File: config.mk
export PLATFORM = sky130hd
export DESIGN_NAME = atan_sched
export DESIGN_NICKNAME = d
export VERILOG_FILES = /design/src/rtl/atan_sched.sv
export SDC_FILE = /design/constraint.sdc
export NUM_CORES = 1
export LEC_CHECK = 0
export BUFFER_PORTS_ARGS = -buffer_cell sky130_fd_sc_hd__buf_4
export CAP_MARGIN = 20
export CORE_ASPECT_RATIO = 1.4
export CORE_UTILIZATION = 44
export DETAILED_ROUTE_END_ITERATION = 7
export PLACE_DENSITY = 0.86
export SYNTH_ARGS = -nofsm -noshare
export SYNTH_HDL_FRONTEND = slang
export SYNTH_SLANG_ARGS = --single-unit
File: constraint.sdc
create_clock -name clk -period 2.55 [get_ports clk]
set_clock_uncertainty 0.1 [all_clocks]
set_input_delay 0.255 -clock clk [delete_from_list [all_inputs] [get_ports clk]]
set_output_delay 0.255 -clock clk [all_outputs]
set_load 0.005 [all_outputs]
File: src/rtl/atan_sched.sv
// rtl/atan_sched.sv - round-robin issue scheduler for a shared fixed-latency atan pipeline
module atan_sched #(
   parameter int NCH = 4,
   parameter int CW  = 2,
   parameter int LAT = 4
) (
   input  logic              clk,
   input  logic              rst,
   input  logic [NCH-1:0]    req_valid,
   input  logic [NCH*21-1:0] req_log,
   output logic [NCH-1:0]    req_ready,
   output logic [20:0]       pipe_log,
   input  logic [19:0]       pipe_out,
   output logic              res_valid,
   output logic [CW-1:0]     res_chan,
   output logic [19:0]       res_data,
   output logic              busy
);

   localparam int LW = 21;
   localparam int RW = 20;

   logic [CW-1:0]  ptr_q, ptr_d;
   logic [LAT-1:0] tag_vld_q;
   logic [CW-1:0]  tag_chan_q [LAT];
   logic           res_valid_q, res_valid_d;
   logic [CW-1:0]  res_chan_q, res_chan_d;
   logic [RW-1:0]  res_data_q, res_data_d;

   logic [LW-1:0]  log_arr [NCH];
   logic           gnt_found;
   logic [CW-1:0]  gnt;
   logic [CW-1:0]  cand;
   logic           hs;

   // Split the flat request bus into one word per channel
   always_comb begin
      for (int i = 0; i < NCH; i++) begin
         log_arr[i] = req_log[i*LW +: LW];
      end
   end

   // Circular priority search starting at the round-robin pointer; no grant during reset
   always_comb begin
      gnt_found = 1'b0;
      gnt       = '0;
      cand      = '0;
      for (int k = 0; k < NCH; k++) begin
         cand = CW'((int'(ptr_q) + k) % NCH);
         if (!gnt_found && req_valid[cand]) begin
            gnt_found = 1'b1;
            gnt       = cand;
         end
      end
      hs        = gnt_found & ~rst;
      req_ready = '0;
      if (hs) begin
         req_ready[gnt] = 1'b1;
      end
      pipe_log = hs ? log_arr[gnt] : '0;
      ptr_d    = hs ? CW'((int'(gnt) + 1) % NCH) : ptr_q;
   end

   // Round-robin pointer advances past the channel just served
   always_ff @(posedge clk) begin
      if (rst) begin
         ptr_q <= '0;
      end else begin
         ptr_q <= ptr_d;
      end
   end

   // Tag shift register mirrors the pipeline depth; it never stalls
   always_ff @(posedge clk) begin
      if (rst) begin
         tag_vld_q <= '0;
         for (int i = 0; i < LAT; i++) begin
            tag_chan_q[i] <= '0;
         end
      end else begin
         tag_vld_q     <= {tag_vld_q[LAT-2:0], hs};
         tag_chan_q[0] <= gnt;
         for (int i = 1; i < LAT; i++) begin
            tag_chan_q[i] <= tag_chan_q[i-1];
         end
      end
   end

   // Capture the pipeline result when the oldest tag is valid; hold data otherwise
   always_comb begin
      res_valid_d = tag_vld_q[LAT-1];
      res_chan_d  = res_chan_q;
      res_data_d  = res_data_q;
      if (tag_vld_q[LAT-1]) begin
         res_chan_d = tag_chan_q[LAT-1];
         res_data_d = pipe_out;
      end
   end

   // Registered result outputs
   always_ff @(posedge clk) begin
      if (rst) begin
         res_valid_q <= 1'b0;
         res_chan_q  <= '0;
         res_data_q  <= '0;
      end else begin
         res_valid_q <= res_valid_d;
         res_chan_q  <= res_chan_d;
         res_data_q  <= res_data_d;
      end
   end

   assign res_valid = res_valid_q;
   assign res_chan  = res_chan_q;
   assign res_data  = res_data_q;
   assign busy      = (|tag_vld_q) | res_valid_q;

endmodule

**Word level (Yosys, flattened, before mapping)**

Memory sizes are Yosys's and may differ from the RTL's. A register that Yosys moved wholly into a read port is not among the register bits.
Index checks and enable logic that the tools add are counted.

- RAM bits: 8
- Bits of input ports: 110
- Memories kept: 1
- Output and inout port bits: 49
- Word-level logic and storage cells: 62
- Flip-flop bits (word level): 27

Memories:

| name | depth | bits a word | rd ports | clocked after memory_dff | wr ports | line | source |
|---|---|---|---|---|---|---|---|
| tag_chan_q | 4 | 2 | 4 | 1 | 4 | 25 | `logic [CW-1:0] tag_chan_q [LAT];` |

- Add/sub/neg operators: 4
- Multiplexer cells: 30
- Reduce and logical (&&, ||, !) cells: 8
- $lt $le $gt $ge: 7
- Bitwise operators: 8

Operator list:

| kind | number |
|---|---|
| $mux 21 | 3 |
| $bmux 21 s2 | 1 |
| $mux 2 | 8 |
| $lt 2x3->1 const B | 5 |
| $mux 1 | 12 |
| $bmux 1 s2 | 4 |
| $or 1x1->1 | 5 |
| $add 2x1->2 const B | 2 |
| $add 2x2->2 const B | 2 |
| $logic_and 1x1->1 | 4 |
| $mux 4 | 1 |
| $reduce_or 4->1 | 1 |
| $ge 3x3->1 const B | 1 |
| $logic_not 1->1 | 3 |
| $not 2->3 | 1 |
| $demux 1 s2 | 1 |
| $ge 2x1->1 const B | 1 |
| $and 1x1->1 | 1 |
| $not 1->1 | 1 |

**Longest topological paths before layout**

Gate-level depths: netlist of the first run.

- Word-level depth: 17
- Depth in mapped cells: 7
- Depth with buffers taken out: 6

**Worst setup path before layout of the first run**

OpenSTA, ideal clock, no wires.

- Kind: reg-to-output
- Start point: register ptr_q[0]
- End point: output port req_ready[2]
- Data required time: 2.195 ns
- Stages on the path, launching flop included: 8
- Path buffers: 2
- Path slack: 0.868 ns
- Data arrival time: 1.327 ns
- Path through: dfxtp_1 nor2b_2 a211oi_1 o21bai_2 or2_1 buf_6 buf_12 nor2_4

- Cells in the longest elaborated chain, start to end: 17
- Elaborated cells on any way between the ends: 32
- Classes of those cells: add/sub (3); order compare (2); mux (19); bitwise (1); reduce/logical (7)

Ends and longest elaborated chain:

| item | line | source |
|---|---|---|
| start: declaration | 23 | `logic [CW-1:0] ptr_q, ptr_d;` |
| start signal: assignment | 69 | `ptr_q <= ptr_d;` |
| branches (longest 16 deep; another with $lt 2x3->1) | -- |  |
| $mux 4 (*) | 57 | `if (hs) begin` |
| end: declaration | 11 | `output logic [NCH-1:0] req_ready,` |

Every way passes the cells marked *. The select of a mux whose other input is x is not followed.

**Final worst setup path of the first run**

- Start point: register ptr_q[1]
- End point: output port pipe_log[13]

- Cells in the longest elaborated chain, start to end: 17
- Elaborated cells on any way between the ends: 31
- Classes of those cells: add/sub (3); mux (20); bitwise (2); reduce/logical (6)

Ends and longest elaborated chain:

| item | line | source |
|---|---|---|
| branches (longest 16 deep; another with $add 2x1->2) | -- |  |
| $mux 21 (*) | 60 | `pipe_log = hs ? log_arr[gnt] : '0;` |
| end: declaration | 12 | `output logic [20:0] pipe_log,` |

Marked as above.

==> results.md, run 1 <==
Status:
- The flow ran to the end, and the final reports show no timing, DRC or antenna violations.

Place:
- Timing analysis after detailed placement gives a worst setup slack of around 0.32 ns.
- The HPWL after detailed placement is a little under 5000 um.
- In this run the tool buffered the top-level ports with 158 buffer cells.
- The placer congestion estimate is 0.790.
- Once placement completed, the tool counted placed cells totaling between 400 and 500.

Timing:
- The number of pins with negative max-slew slack in the final report is 0.
- Across all hold checks on the routed design, the worst slack comes to between 0.09 and 0.1 ns.
- After layout, the worst path uses 93.0% of the clock period.
- The top achievable clock speed is between 400 and 500 MHz.
- After layout, the minimum clock period comes to ~2.4 ns.
- The max-slew headroom at the worst pin is between 70% and 80%.
- Setup violations remaining at the end of the flow were counted as 0.
- At the pin with the least slew margin, the transition time is about 0.36 ns.
- The total count of hold-check failures in the final report is 0.
- Adding up every negative setup slack in the final design gives 0 ns.
- Setup repair after global routing left no endpoint under its margin.
- Once routing completed, OpenROAD measured the worst setup slack at between 0.15 and 0.2 ns.

Hold path:
- The worst hold path was traced through 3 stages.
- The class of the tightest hold or removal check is in -> reg.
- For hold timing, the worst endpoint is res_data[2]$_SDFFE_PP0P_.
- The start point of the worst hold path is pipe_out[2].

Yosys:
- After synthesis, the netlist uses 30 different library cells.
- Counting every instance in the synthesized netlist gives 206.
- The dominant combinational cell family by area after synthesis is multiplexers.
- The register area share after synthesis is between 30% and 40%.
- The number of enable-type register cells in the synthesized netlist is 0.
- The post-synthesis xor/xnor area fraction is less than 1%.
- The synthesis-stage register bit count is 37.
- When the netlist entered floorplanning its net count stood at roughly 320.
- Summing the areas of all compound-gate instances in the mapped netlist gives roughly 14% of the synthesized area.
- The dominant synthesized flop cell is dfxtp_1.
- After synthesis, the share of cell area in mux cells is between 20 and 30%.
- Of the total synthesized cell area, the portion taken by AND, OR, NAND and NOR gates is 13.9%.
- The post-synthesis async set-or-reset flop share is 0%.
- The per-instance average area after synthesis is roughly 10 um^2.
- Yosys printed 0 warnings.
- The cell area that synthesis handed to floorplanning was about 0.0022 mm^2.
- Of the total synthesized cell area, the portion taken by full adders, half adders and majority gates is 0%.

Setup path:
- The worst register-to-register path begins at ptr_q[1]$_SDFFE_PP0P_.
- The category of the worst setup path capture point is an output port.
- The maximum net fanout on the critical path is 22.
- The cell count of the worst reg-to-reg path is 6.
- The worst endpoint required time is 2.19 ns.
- The classification of the worst setup path is reg -> out.
- STA puts the critical path data arrival time at ~2.0 ns.
- The endpoint identified for the worst register-to-register timing path is tag_chan_q[0][1]$_SDFF_PP0_.
- The type of origin of the critical path is a register.
- The worst setup slack for register-to-register paths is slightly above 0.8 ns.

Global route:
- The overall routing resource usage is a little under a quarter.
- The via count of the first global-routing pass is 2000.
- The number of antenna violations at the first check in global routing is 0.
- The largest net degree at the start of global routing is 46.
- For this run the aggregate overflow at the end of global routing stands at 0.
- The first-pass GRT wire length is a little over 9000 um.

Finish:
- The total inserted antenna cells is 0.
- The multi-input combinational cells in the finished layout cover a total of roughly 0.0013 mm^2.
- The number of nets in the layout is 468.
- The count of non-filler cells in the finished layout is between 400 and 500.
- Counting the fill cells in the layout gives around 320.
- Cells with a size suffix above 1 make up 55.6% of the layout.
- The area overhead of the layout relative to synthesis is 58.6%.
- In the final layout, flip-flops and latches occupy approximately 740 um^2.

Die:
- The vertical die dimension is roughly 85 um.
- The die is ~61 um wide.
- The area of the die is 0.00520 mm^2.
- The total area inside the core boundary comes to ~0.0046 mm^2.
- The I/O pin count is 159.
- The initial utilization of the core area, before any placement, comes to a little under half.
- Row generation in the floorplan step produced 29 rows.

CTS:
- The maximum root-to-sink buffer count is 2.
- The later pin in the worst-skew pair is clocked with a latency of 0.28 ns.
- The post-CTS repair timing setup buffer count is 0.
- The tree built by TritonCTS fans out to 37 sinks.
- The register clock-pin slew on the reported worst setup and hold paths is roughly 0.07 ns.
- Clock tree synthesis inserted a total of 5 buffers.
- The root cell of the clock tree is clkbuf_8.
- The level count of the clock H-tree is 2.
- The clock tree from TritonCTS is yes.

Run:
- The max capacitance violation total is 0.

Route:
- After detailed routing, the number of remaining DRC violations is 0.
- The first TritonRoute pass finished after 4 iterations.
- The total wire length after detailed routing is 6110 um.
- The count of nets left with antenna violations once routing finished came out at 0.
- Summing over every cut layer, the via total after detailed routing is 2090.
- The vias per cell is approximately 5.0.
- Dividing the detail-routed wire length by the instance count gives approximately 15 um.
- The initial detailed-routing violation count is between 60 and 70.

Power and ir drop:
- Summed over all cells, the static leakage comes to about 1.7 nW.
- The power per standard cell area is ~540 mW/mm^2.
- The worst-case IR drop observed on VDD is around 0.00028 V.
==> cell type report <==
class	instances	share of cell area, %
multi-input combinational	149	36.9
timing repair buffer	162	36.2
sequential	37	21.6
clock buffer	6	2.41
tap	62	2.27
inverter	3	0.329
clock inverter	1	0.219
==> worst max path at each step <==
stage,from,endpoint,slack (ns),cells past startpoint
floorplan,ptr_q[0]$_SDFFE_PP0P_,req_ready[2],0.87,7
global placement,ptr_q[1]$_SDFFE_PP0P_,pipe_log[4],0.42,6
detailed placement,ptr_q[1]$_SDFFE_PP0P_,pipe_log[13],0.32,6
CTS,ptr_q[1]$_SDFFE_PP0P_,pipe_log[4],0.19,7
global route,ptr_q[1]$_SDFFE_PP0P_,pipe_log[19],0.08,6
finish,ptr_q[1]$_SDFFE_PP0P_,pipe_log[13],0.18,6
==> Yosys cell counts, types with 2 or more instances <==
cell type / instances / area, um^2
nand2_1: 4 / 15.0
o22ai_1: 4 / 25.0
mux2i_1: 64 / 641
buf_6: 8 / 90.1
nor2_2: 2 / 12.5
nor2b_1: 11 / 68.8
nor3_1: 2 / 10.0
buf_12: 2 / 40.0
nor2_1: 30 / 113
dfxtp_1: 37 / 741
clkbuf_1: 3 / 11.3
o22ai_2: 17 / 213
nor2b_4: 2 / 27.5
inv_1: 2 / 7.51
buf_2: 2 / 10.0
a211oi_1: 2 / 15.0
==> metrics by stage <==
stage | total power, mW | instance area [um^2] | util [%]
3_3_place_gp | 1.44 | 3330 | 72.3
5_1_grt | 1.95 | 3420 | 74.3
6_report | 1.85 | 3420 | 74.3
4_1_cts | 1.86 | 3420 | 74.3
3_5_place_dp | 1.46 | 3330 | 72.3
2_1_floorplan | 1.17 | 2160 | -
==> per-layer routing <==
metal  up-vias  track usage, %  share of wire [%]
li1       1028               -                  -
met1       930            23.1                 35
met2       124            43.0                 53
met3         8            8.23                 10
met4         0            8.68                1.7
met5         -               0                  0
==> report_power, final <==
part           total [mW]  switching (mW)  leakage (nW)  internal, mW
registers           0.629          0.0234         0.301         0.606
clock network       0.404           0.191        0.0433         0.213
logic               0.816           0.357          1.37         0.459
total                1.85           0.571          1.72          1.28
==> kinds of logic after synthesis <==
kind of cell,count (synthesis)
flip-flops,37
AO/OA/AOI/OAI,27
XOR/XNOR,1
multiplexers,64
AND/OR/NAND/NOR,57
buffers and inverters,20
==> sequential cells by signal, summed over array words and instances, names as in the netlist <==
| name | count |
|---|---|
| ptr_q | 2 |
| res_chan | 2 |
| tag_chan_q | 8 |
| tag_vld_q | 4 |
| res_valid | 1 |
| res_data | 20 |
==> critical path, cell delays in order, from the launching register on <==
cell	delay (ns)
dfxtp_1	0.48
nand2_1	0.11
a211oi_1	0.26
o21bai_2	0.21
nand2_4	0.26
o22ai_2	0.26
buf_4	0.14
==> layout by cell type (no fill, tap or decap), types with 4 or more instances in the layout <==
master    synthesis  routed
nand2_1           4       4
nor2b_1          11      11
nor2_1           30      30
o22ai_1           4       4
o22ai_2          17      17
buf_4             0     160
dfxtp_1          37      37
mux2i_1          64      64
clkbuf_8          0       6
==> what timing repair did <==
action	CTS	global route
gates resized for setup	1	0
setup endpoints to repair	2	0
hold buffers	0	0
Note: power is estimated with default switching activity, not from simulation.
==> inputs of run 2 (changes only) <==
==> constraint.sdc (replaced) <==
create_clock -name clk -period 2.55 [get_ports clk]
set_clock_uncertainty 0.1 [all_clocks]
set_input_delay 0.51 -clock clk [delete_from_list [all_inputs] [get_ports clk]]
set_output_delay 0.51 -clock clk [all_outputs]
set_load 0.005 [all_outputs]
==> run 2 against run 1 <==
Against the previous run:
- via count rose by 0.57%
- combinational power grew 5.9%
- maximum frequency decreased by 2.9%
- critical path depth rose by 1
- largest power group unchanged
- core utilization increased by 2.8 points
- critical path type unchanged
- first-iteration DRC count decreased by 2.9%
- sequential share of layout area down 0.64 points
- largest cell class is now non-clock buffers
- sequential cell count unchanged
==> results.md, run 2 (synthesis results as in run 1) <==
Finish:
- The count of non-filler cells in the finished layout came to 426 (was 420).
- The final design area excluding fillers is 0.00355 mm^2 (was 0.00342 mm^2).
- The share of cells above drive strength 1 is 57.4% (was 55.6%).
- Most frequent cells in the layout: buf_4 (163), mux2i_1 (63), dfxtp_1 (35), nor2_1 (30), o22ai_2 (17) (was buf_4 (160), mux2i_1 (64), dfxtp_1 (37), nor2_1 (30), o22ai_2 (17)).
- The final core utilization is 77.1% (was 74.3%).
- The number of filler instances in the final layout was 309 (was 321).
- The commonest non-fill, non-tap cell in the layout is buf_4 (unchanged).
- The area overhead of the layout relative to synthesis is 64.5% (was 58.6%).
- The number of flip-flops under the largest register name is 20 (unchanged).
- The total inserted antenna cells is 0 (unchanged).
- The number of nets in the layout is 473 (was 468).

Run:
- The max capacitance violation total was 0 (unchanged).

Route:
- The via count of the routed design is 2102 (was 2090).
- The length of the first detailed-routing pass in iterations was 4 (unchanged).
- The number of design rule violations left after detail routing came to 0 (unchanged).
- The initial detailed-routing violation count was 67 (was 69).
- The antenna violation net count after detailed routing is 0 (unchanged).
- The total wire length after detailed routing was 6140 um (was 6110 um).
- The vias per cell is 4.93 (was 4.98).
- The final routed wire length divided by cell count is 14.4 um (was 14.5 um).

CTS:
- The clock tree from TritonCTS is yes (unchanged).
- The maximum root-to-sink buffer count is 2 (unchanged).
- The TritonCTS buffer count was 5 (unchanged).
- The root cell of the clock tree is clkbuf_8 (unchanged).
- The level count of the clock H-tree is 2 (unchanged).
- The clock net sink count is 37 (unchanged).
- The register clock-pin slew on the reported worst setup and hold paths is 0.08 ns (was 0.07 ns).
- The insertion delay of the later-clocked pin in the worst-skew pair is 0.29 ns (was 0.28 ns).
- The post-CTS repair timing setup buffer count came to 0 (unchanged).

Global route:
- The via count of the first global-routing pass is 2010 (was 2000).
- The overall routing resource usage is 23.3% (was 23.5%).
- The first-pass GRT wire length is 8980 um (was 9070 um).
- The aggregate global routing overflow was 0 (unchanged).
- The largest net degree at the start of global routing is 35 (was 46).
- The number of antenna violations at the first check in global routing is 0 (unchanged).

Timing:
- Unrepaired setup endpoints after global routing: no (unchanged).
- The max-slew headroom at the worst pin is 75.7% (was 76.1%).
- The least setup slack across all paths after layout was 0.108 ns (was 0.179 ns).
- The number of pins with negative max-slew slack in the final report is 0 (unchanged).
- The final critical path time including I/O delays and setup is 2.44 ns (was 2.37 ns).
- The worst hold margin came to 0.336 ns (was 0.0999 ns).
- The final number of setup-violating endpoints was 0 (unchanged).
- The top achievable clock speed is 410 MHz (was 422 MHz).
- The total count of hold-check failures in the final report is 0 (unchanged).
- The post-route clock period utilization came to 95.7% (was 93.0%).
- The actual slew at the worst max-slew pin is 0.365 ns (was 0.358 ns).
- The total negative slack for setup checks was 0 ns (unchanged).

Power and ir drop:
- The maximum vdd ir drop is 0.000277 V (was 0.000276 V).
- The static leakage came to 1.78 nW (was 1.72 nW).
- The post-route total power is 2.09 mW (was 1.85 mW).
- The power per standard cell area is 589 mW/mm^2 (was 540 mW/mm^2).

Hold path:
- The class of the tightest hold or removal check is reg -> reg (was in -> reg).
- The start point of the worst hold path is tag_chan_q[0][0]$_SDFF_PP0_ (was pipe_out[2]).

Setup path:
- The startpoint of the worst setup timing path is ptr_q[0]$_SDFFE_PP0P_ (was ptr_q[1]$_SDFFE_PP0P_).
- The category of the worst setup path capture point is an output port (unchanged).
- The beginning of the worst register-to-register path was ptr_q[1]$_SDFFE_PP0P_ (unchanged).
- The maximum net fanout on the critical path is 26 (was 22).
- The classification of the worst setup path was reg -> out (unchanged).
- The type of origin of the critical path is a register (unchanged).
- The worst endpoint required time is 1.94 ns (was 2.19 ns).
- The worst endpoint data arrival time is 1.83 ns (was 2.02 ns).

Die:
- The area of the die is 0.00520 mm^2 (unchanged).
- The I/O pin count is 159 (unchanged).
- The row count is 29 (unchanged).
- The area of the core region is 0.00461 mm^2 (unchanged).
- The vertical die dimension is 84.9 um (unchanged).
- The width of the die is 61.2 um (unchanged).
- The effective utilization at floorplan is 46.9% (unchanged).

Place:
- The total placed cells including tap cells is 418 (was 413).
- The placer congestion estimate came to 0.815 (was 0.790).
- The total placed instance area was 0.00339 mm^2 (was 0.00333 mm^2).
- The worst slack at placement is 0.0507 ns (was 0.318 ns).
- The total of buffers placed on input and output ports was 158 (unchanged).
- The HPWL after detailed placement is 5060 um (was 4960 um).

Status:
- Result of the run: completed (unchanged).
==> run 2: cell types whose count changed in the layout (fill, tap and decap cells not counted), sizes merged <==
cell / delta
inv: +1
bufinv: +2
buf: +5
clkinvlp: -1
clkbuf: -1
==> run 2: worst paths after layout <==
| check | to | slack, ns | cells after the start |
|---|---|---|---|
| worst max-delay path | pipe_log[18] | 0.11 | 7 |
| worst min-delay path | tag_chan_q[1][0]$_SDFF_PP0_ | 0.34 | 1 |
| worst max register to register | ptr_q[1]$_SDFFE_PP0P_ | 1.04 | 5 |
| worst min register to register | tag_chan_q[1][0]$_SDFF_PP0_ | 0.34 | 1 |
==> run 2: report_power, final <==
group          leakage [nW]  switching [mW]  internal [mW]
logic                  1.41           0.364          0.501
registers             0.302          0.0250          0.609
clock network        0.0687           0.203          0.393
total                  1.78           0.591           1.50
==> run 2: metal layers <==
layer,vias up,routed length [um],global-route usage (%)
met5,-,0,0
met2,112,3340,44.9
li1,1039,-,-
met1,943,2160,21.8
met4,0,100,8.26
met3,8,541,6.55
==> run 2: final cells by class <==
cell class | instances | area, um^2 | share of cell area [%]
tap | 62 | 77.6 | 2.18
sequential | 37 | 746 | 21.0
inverter | 3 | 11.3 | 0.317
timing repair buffer | 167 | 1300 | 36.7
clock buffer | 5 | 68.8 | 1.94
multi-input combinational | 149 | 1280 | 36.0
clock inverter | 3 | 68.8 | 1.94
==> run 2: critical path, cell delays in order (launching register included) <==
cell and delay (ns):
dfxtp_2 0.36, nor2b_4 0.12, nor2_2 0.06, o221ai_4 0.23, buf_12 0.25, mux2i_2 0.28
o22ai_2 0.10, buf_4 0.14
==> run 2: timing repair <==
action,4_1_cts,5_1_grt
gates resized for setup,2,5
hold buffers,0,0
setup endpoints to repair,21,22
pin swaps,0,0
